[src/rtl/div_pkg.sv]
// Shared definitions for the restoring divider.
//   div_state_e : FSM state encoding (IDLE=0, RUN=1, DONE=2; 3 is unused and recovers to IDLE)
//   cnt_width() : width of the iteration counter for a given operand width
package div_pkg;

  typedef enum logic [1:0] {
    StIdle = 2'd0,
    StRun  = 2'd1,
    StDone = 2'd2
  } div_state_e;

  // Counter must hold the value WIDTH itself.
  function automatic int unsigned cnt_width(input int unsigned width);
    return $clog2(width + 1);
  endfunction

endpackage

[src/rtl/ripple_sub.sv]
// N-bit ripple-borrow subtractor built from full-subtractor cells.
//   a_i    : minuend
//   b_i    : subtrahend
//   bin_i  : borrow in to bit 0
//   diff_o : a_i - b_i - bin_i (mod 2^N)
//   bout_o : borrow out of the MSB (1 when a_i < b_i + bin_i)
module ripple_sub #(
  parameter int unsigned N = 5
) (
  input  logic [N-1:0] a_i,
  input  logic [N-1:0] b_i,
  input  logic         bin_i,
  output logic [N-1:0] diff_o,
  output logic         bout_o
);

  logic [N:0] borrow;

  assign borrow[0] = bin_i;

  for (genvar i = 0; i < int'(N); i++) begin : g_cell
    assign diff_o[i]     = a_i[i] ^ b_i[i] ^ borrow[i];
    assign borrow[i + 1] = (~a_i[i] & b_i[i]) | (~(a_i[i] ^ b_i[i]) & borrow[i]);
  end

  assign bout_o = borrow[N];

endmodule

[src/rtl/restoring_div4.sv]
// Sequential unsigned restoring divider, one quotient bit per clock.
//   clk_94       : clock, rising edge
//   rst_n_94     : asynchronous active-low reset
//   start_94     : request, accepted only while ready_94=1
//   dividend_94  : dividend, captured on accepted start
//   divisor_94   : divisor, captured on accepted start
//   ready_94     : 1 in IDLE and DONE
//   done_94      : one-cycle pulse, results valid from this cycle
//   quotient_94  : quotient (all ones on divide by zero)
//   remainder_94 : remainder (dividend on divide by zero)
//   div_zero_94  : captured divisor was zero
module restoring_div4
  import div_pkg::*;
#(
  parameter int unsigned WIDTH = 4
) (
  input  logic             clk_94,
  input  logic             rst_n_94,
  input  logic             start_94,
  input  logic [WIDTH-1:0] dividend_94,
  input  logic [WIDTH-1:0] divisor_94,
  output logic             ready_94,
  output logic             done_94,
  output logic [WIDTH-1:0] quotient_94,
  output logic [WIDTH-1:0] remainder_94,
  output logic             div_zero_94
);

  localparam int unsigned CntW = cnt_width(WIDTH);

  div_state_e       state_q, state_d;
  logic [CntW-1:0]  cnt_q, cnt_d;
  logic [WIDTH-1:0] qsh_q, qsh_d;   // dividend shifting out, quotient shifting in
  logic [WIDTH:0]   rem_q, rem_d;   // partial remainder
  logic [WIDTH-1:0] dvs_q, dvs_d;
  logic [WIDTH-1:0] quot_q, quot_d;
  logic [WIDTH-1:0] remo_q, remo_d;
  logic             dz_q, dz_d;
  logic             done_q, done_d;
  logic             ready_q, ready_d;

  logic [WIDTH:0]   trial;
  logic [WIDTH:0]   diff;
  logic             borrow;
  logic             start_ok;

  // After a restore step the MSB of the partial remainder is always zero, so it
  // never feeds the next trial value.
  logic unused_rem_msb;
  assign unused_rem_msb = rem_q[WIDTH];

  assign trial    = {rem_q[WIDTH-1:0], qsh_q[WIDTH-1]};
  assign start_ok = start_94 & ready_q;

  ripple_sub #(
    .N(WIDTH + 1)
  ) u_sub (
    .a_i   (trial),
    .b_i   ({1'b0, dvs_q}),
    .bin_i (1'b0),
    .diff_o(diff),
    .bout_o(borrow)
  );

  always_comb begin
    state_d = state_q;
    cnt_d   = cnt_q;
    qsh_d   = qsh_q;
    rem_d   = rem_q;
    dvs_d   = dvs_q;
    quot_d  = quot_q;
    remo_d  = remo_q;
    dz_d    = dz_q;
    done_d  = 1'b0;
    ready_d = ready_q;

    case (state_q)
      StRun: begin
        // Borrow out is the only compare: no borrow means the divisor fits.
        if (borrow) begin
          rem_d = trial;
          qsh_d = {qsh_q[WIDTH-2:0], 1'b0};
        end else begin
          rem_d = diff;
          qsh_d = {qsh_q[WIDTH-2:0], 1'b1};
        end
        cnt_d = cnt_q - CntW'(1);
        if (cnt_q == CntW'(1)) begin
          state_d = StDone;
          done_d  = 1'b1;
          ready_d = 1'b1;
          quot_d  = qsh_d;
          remo_d  = rem_d[WIDTH-1:0];
        end
      end
      StIdle, StDone: begin
        state_d = StIdle;
        ready_d = 1'b1;
        if (start_ok) begin
          qsh_d  = dividend_94;
          dvs_d  = divisor_94;
          rem_d  = '0;
          quot_d = '0;
          remo_d = '0;
          dz_d   = 1'b0;
          if (divisor_94 == '0) begin
            state_d = StDone;
            done_d  = 1'b1;
            quot_d  = '1;
            remo_d  = dividend_94;
            dz_d    = 1'b1;
          end else begin
            state_d = StRun;
            cnt_d   = CntW'(WIDTH);
            ready_d = 1'b0;
          end
        end
      end
      default: begin
        state_d = StIdle;
        ready_d = 1'b1;
      end
    endcase
  end

  always_ff @(posedge clk_94 or negedge rst_n_94) begin
    if (!rst_n_94) begin
      state_q <= StIdle;
      cnt_q   <= '0;
      qsh_q   <= '0;
      rem_q   <= '0;
      dvs_q   <= '0;
      quot_q  <= '0;
      remo_q  <= '0;
      dz_q    <= 1'b0;
      done_q  <= 1'b0;
      ready_q <= 1'b1;
    end else begin
      state_q <= state_d;
      cnt_q   <= cnt_d;
      qsh_q   <= qsh_d;
      rem_q   <= rem_d;
      dvs_q   <= dvs_d;
      quot_q  <= quot_d;
      remo_q  <= remo_d;
      dz_q    <= dz_d;
      done_q  <= done_d;
      ready_q <= ready_d;
    end
  end

  assign ready_94     = ready_q;
  assign done_94      = done_q;
  assign quotient_94  = quot_q;
  assign remainder_94 = remo_q;
  assign div_zero_94  = dz_q;

endmodule
[config.mk]
export PLATFORM = sky130hd
export DESIGN_NAME = restoring_div4
export DESIGN_NICKNAME = d
export VERILOG_FILES = /design/src/rtl/div_pkg.sv /design/src/rtl/ripple_sub.sv /design/src/rtl/restoring_div4.sv
export SDC_FILE = /design/constraint.sdc
export NUM_CORES = 1
export LEC_CHECK = 0
export CORE_ASPECT_RATIO = 0.6
export CORE_MARGIN = 3
export CORE_UTILIZATION = 45
export CTS_BUF_LIST = sky130_fd_sc_hd__clkbuf_16
export DETAILED_ROUTE_END_ITERATION = 8
export PLACE_DENSITY = 0.68
export SETUP_SLACK_MARGIN = 0.05
export SLEW_MARGIN = 10
export SYNTH_ARGS = -nofsm -noshare
export SYNTH_HDL_FRONTEND = slang
export SYNTH_SLANG_ARGS = --single-unit
[constraint.sdc]
create_clock -name clk_94 -period 5.45 [get_ports clk_94]
set_clock_uncertainty 0.05 [all_clocks]
set_input_delay 1.3625 -clock clk_94 [delete_from_list [all_inputs] [get_ports clk_94]]
set_output_delay 1.3625 -clock clk_94 [all_outputs]
set_load 0.01 [all_outputs]
==> impl_metrics.tcl, run 1 <==
set metrics [dict create \
    wl_met1_um 1650 \
    die_x_um 79.6 \
    timing.hold.ws_ns 0.429 \
    cts_root_buf "clkbuf_16" \
    synthArstFlopShare 1.00 \
    nNetsFinal 172 \
    hold_class "reg -> reg" \
    rsz0062_at_grt "false" \
    drt_first_pass_iters 4 \
    synth_seq_cells 28 \
    critPathRequiredTime_ns 5.54 \
    relSlewSlack 0.392 \
    endpoint_kind "flop" \
    routed_wirelength_um 3130 \
    ys.flop_type "dfrtp_1" \
    synth_warnings 0 \
    slew_violations 0 \
    met3_length_um 138 \
    antennaDiodeCount 0 \
    vias 1077 \
    hold_buffers 0 \
    syn_area_sq_um 1460 \
    clkLatencyLatePin_ns 0.26 \
    synth.largest_area_cell "dfrtp_1" \
    post-place-ws_ns 2.12 \
    synth.area.top_cells "dfrtp_1, fa_1, mux2_1, o22a_1, nand2_1" \
    ios 22 \
    syn_inst 134 \
    fin_ws_ns 2.37 \
    slowest_delay_ns 0.51 \
    status "complete, no violations" \
    maxCapViolations 0 \
    ir_drop_mv 0.291 \
    finalHoldViolations 0 \
    coreArea_sq_um 2980 \
    dp_hpwl_um 2360 \
    die_h_um 50.2 \
    postCtsResizedCells 0 \
    synth_most_common_cell "dfrtp_1" \
    topRoutingLayerUsed "met4" \
    finalCritPeriodShare 0.566 \
    hold_path_depth 1 \
    synth-edff-count 0 \
    p_total_mw 1.14 \
    cts.clk_slew.worst_paths_ns 0.06 \
    crit_arrival_ns 3.18 \
    yosys-top-cells-count "dfrtp_1, nand2_1, inv_1" \
    syn_area_per_cell_sq_um 10.9 \
    cts_buffers 3 \
    htreeDepth 1 \
    synth_fp_nets 151 \
    cts_max_path_buffers 2 \
    finalSetupTns_ns 0 \
    drive_above_1_share 0.0779 \
    via_per_inst 5.49 \
    row_count 15 \
    dieArea_sq_um 3990 \
    slowest_stage "clkdlybuf4s50_1" \
    start_util 0.490 \
    globalRouteOverflowTotal 0 \
    grt_pass1_wl_um 5440 \
    postCtsSetupBuffers 0 \
    place_congestion 0.816 \
    drt_iter0_markers 60 \
    grt_usage 0.178 \
    wire_per_inst_um 16.0 \
    antenna_found_initial 0 \
    clock-sinks 28 \
    io_buffers 21 \
    ant_nets 0 \
    grt_max_degree 29 \
    period_needed_ns 3.08 \
    powerDensity_nw_per_um2 640 \
    worstRegToRegCells 9 \
    cp_max_fo 13 \
    cts_tree "built" \
    timing_worst_setup_path_type "in -> reg" \
    startpoint_type "primary input" \
    drc_errors 0 \
    grt_pass1_vias 1156 \
    synth.distinct_cells 45 \
    wl_met2_um 1340 \
    synth_top_area_frac 0.462 \
    fmax_mhz 324 \
    ys_seq_area_frac 0.480 \
    syn_to_final_growth_pct 22.1 \
    crit_chain "clkdlybuf4s50_1 -> and3b_1 -> or2_0 -> mux2_4" \
    worst_slew_pin_slew_ns 0.904 \
    setup-violations-final 0 \
    p_leak_nw 0.808 \
]
placed cells by master, fill, tap and decap left out, types with 4 or more instances in the layout:
| cell | count |
|---|---|
| inv_1 | 12 |
| mux2_1 | 5 |
| o21ai_1 | 4 |
| nand3_1 | 4 |
| dfrtp_1 | 27 |
| nand2_1 | 12 |
| a21o_1 | 5 |
| clkdlybuf4s50_1 | 21 |
| o22a_1 | 6 |
worst paths after layout:
check / start / end / slack, ns
worst max-delay path: start_94 / quotient_94[0] / 2.37
worst min-delay path: qsh_q[1] / qsh_q[1] / 0.43
worst max register to register: dvs_q[0] / remainder_94[3] / 2.85
worst min register to register: qsh_q[1] / qsh_q[1] / 0.43
max in group asynchronous: rst_n_94 / ready_94 / 3.62
min in group asynchronous: rst_n_94 / cnt_q[2] / 1.42
state kept, by name (all words and copies together) (netlist names):
name          cells
cnt_q             3
div_zero_94       1
done_94           1
dvs_q             4
qsh_q             4
quotient_94       4
ready_94          1
rem_q             4
remainder_94      4
state_q           2
layout make-up:
type	count	area (sq um)
well taps	42	52.6
fillers	241	1200
multi-input cells	87	682
inverters	12	45.0
flip-flops and latches	28	702
repair buffers	23	225
clock buffers	3	75.1
clock inverters	1	3.75
per-layer routing:
metal,global-route usage,up-vias
met5,0,-
met4,0.0229,0
met3,0.0448,2
met2,0.270,25
met1,0.265,530
li1,-,520
through the flow:
stage | cell area, sq um | utilization | instances
final | 1790 | 0.598 | 196
after global routing | 1790 | 0.598 | 196
after CTS | 1790 | 0.598 | 196
after detailed placement | 1710 | 0.572 | 192
after global placement | 1710 | 0.572 | 192
after floorplan | 1460 | - | 134
where the power goes:
group	switching [mW]	internal [mW]	total, mW
sequential	0.0899	0.311	0.401
combinational	0.281	0.296	0.577
clock	0.0661	0.0982	0.164
total	0.437	0.706	1.14
critical path: cells and delay by family:
family                 cells  cell delay, ns
muxes                      1            0.34
and+or+nand+nor            2            0.97
buffers and inverters      1            0.51
logic make-up (layout without fill, tap and decap cells):
group	count (synthesis)	after routing	share of synthesized area
buf+inv	19	39	0.0539
fa+ha+maj	6	6	0.0667
xor+xnor	1	1	0.00599
flops	28	28	0.480
simple gates	40	40	0.153
mux	9	9	0.0693
compound gates	31	31	0.171
(Power assumes the default switching activity.)
==> run 2: changes to the inputs <==
--- a/config.mk
+++ b/config.mk
@@ -10,7 +10,7 @@
 export CORE_UTILIZATION = 45
 export CTS_BUF_LIST = sky130_fd_sc_hd__clkbuf_16
 export DETAILED_ROUTE_END_ITERATION = 8
-export PLACE_DENSITY = 0.68
+export PLACE_DENSITY = 0.71
 export SETUP_SLACK_MARGIN = 0.05
 export SLEW_MARGIN = 10
 export SYNTH_ARGS = -nofsm -noshare
==> constraint.sdc (replaced) <==
create_clock -name clk_94 -period 2.6 [get_ports clk_94]
set_clock_uncertainty 0.05 [all_clocks]
set_input_delay 0.65 -clock clk_94 [delete_from_list [all_inputs] [get_ports clk_94]]
set_output_delay 0.65 -clock clk_94 [all_outputs]
set_load 0.01 [all_outputs]
==> impl_metrics.tcl, run 2 (synthesized netlist as in run 1, its figures left out) <==
set metrics [dict create \
    status "complete, no violations" \
    p_leak_nw 0.825 \
    hold_buffers 0 \
    grt_pass1_vias 1091 \
    fmax_mhz 407 \
    antennaDiodeCount 0 \
    worst_slew_pin_slew_ns 0.719 \
    antenna_found_initial 0 \
    ios 22 \
    critical_path.most_common_cell "inv_1" \
    rsz0062_at_grt "true" \
    cts_tree "built" \
    cp_max_fo 6 \
    finalCritPeriodShare 0.945 \
    relSlewSlack 0.520 \
    cts.clk_slew.worst_paths_ns 0.06 \
    htreeDepth 1 \
    crit_arrival_ns 2.55 \
    start_util 0.490 \
    die_x_um 79.6 \
    place_congestion 0.892 \
    syn_to_final_growth_pct 25.1 \
    coreArea_sq_um 2980 \
    startpoint_type "flop" \
    dieArea_sq_um 3990 \
    vias 1125 \
    slew_violations 0 \
    ir_drop_mv 0.697 \
    row_count 15 \
    wire_per_inst_um 16.8 \
    drt_first_pass_iters 4 \
    maxCapViolations 0 \
    endpoint_kind "flop" \
    final_cell_mix "dfrtp_1, clkdlybuf4s50_1, nand2_1, inv_1, o22a_1" \
    slowest_stage "fa_2" \
    nNetsFinal 175 \
    hp-start "qsh_q[1]" \
    timing_worst_setup_path_type "reg -> reg" \
    cts_max_path_buffers 2 \
    globalRouteOverflowTotal 0 \
    grt_pass1_wl_um 5680 \
    grt_max_degree 29 \
    cp_top_family "adder cells" \
    finalHoldViolations 0 \
    powerDensity_nw_per_um2 1370 \
    cts_buffers 3 \
    die_h_um 50.2 \
    r2r_start "qsh_q[3]" \
    grt_usage 0.189 \
    path_buf_inv 3 \
    period_needed_ns 2.46 \
    setup-violations-final 0 \
    critPathRequiredTime_ns 2.69 \
    final_common_cell "dfrtp_1" \
    p_total_mw 2.50 \
    crit_chain "inv_1 -> ha_1 -> inv_1 -> fa_1 -> inv_1 -> fa_2 -> fa_2 -> nand2b_1 -> a211oi_2 -> mux2_1" \
    routed_wirelength_um 3340 \
    io_buffers 21 \
    clock-sinks 28 \
    crit_path_start "qsh_q[3]" \
    dp_hpwl_um 2380 \
    cts_root_buf "clkbuf_16" \
    clkLatencyLatePin_ns 0.26 \
    postCtsSetupBuffers 0 \
    drive_above_1_share 0.127 \
    drc_errors 0 \
    via_per_inst 5.65 \
    slowest_delay_ns 0.44 \
    timing.hold.ws_ns 0.432 \
    drt_iter0_markers 80 \
    fill_cells 229 \
    hold_class "reg -> reg" \
    ant_nets 0 \
]
[run 2: final timing paths]
| path | to | slack [ns] | cells past startpoint |
|---|---|---|---|
| setup reg to reg | rem_q[3] | 0.14 | 10 |
| max in group asynchronous | ready_94 | 1.46 | 2 |
| setup / recovery | rem_q[3] | 0.14 | 10 |
| hold reg to reg | qsh_q[1] | 0.43 | 1 |
| hold / removal | qsh_q[1] | 0.43 | 1 |
| min in group asynchronous | cnt_q[2] | 0.73 | 2 |
[run 2: area by class of cell]
cell class                 instances  area, sq um  share of cell area
multi-input combinational         87          704               0.385
sequential                        28          702               0.383
clock inverter                     1         3.75             0.00205
clock buffer                       3         75.1              0.0410
inverter                          12         45.0              0.0246
tap                               42         52.6              0.0287
timing repair buffer              26          248               0.135
[run 2: metal layers]
metal,track usage,up-vias,wire length [um],part of all wire
li1,-,522,-,-
met5,0,-,0,0
met1,0.292,551,1670,0.50
met4,0.0514,0,27,0.0081
met3,0.0466,4,214,0.064
met2,0.263,48,1430,0.43
[run 2: timing repair]
item                       in CTS  in global routing
resized for setup               0                  6
setup endpoints to repair       0                  7
hold endpoints to repair        0                  0
[run 2: power by group]
part / internal [mW] / leakage (nW) / switching, mW
combinational: 0.683 / 0.450 / 0.626
clock: 0.206 / 0.0385 / 0.136
sequential: 0.652 / 0.337 / 0.200
total: 1.54 / 0.825 / 0.962
[run 2: per-stage QoR]
| stage | setup TNS, ns | utilization | cell area [sq um] | std cells | setup WS, ns |
|---|---|---|---|---|---|
| final | 0 | 0.613 | 1830 | 199 | 0.142 |
| after global routing | -0.00415 | 0.613 | 1830 | 199 | -0.00415 |
| after CTS | 0 | 0.606 | 1810 | 199 | 0.0737 |
| after detailed placement | 0 | 0.579 | 1730 | 195 | 0.110 |
| after global placement | 0 | 0.579 | 1730 | 195 | 0.180 |
| after floorplan | 0 | - | 1460 | 134 | 0.252 |
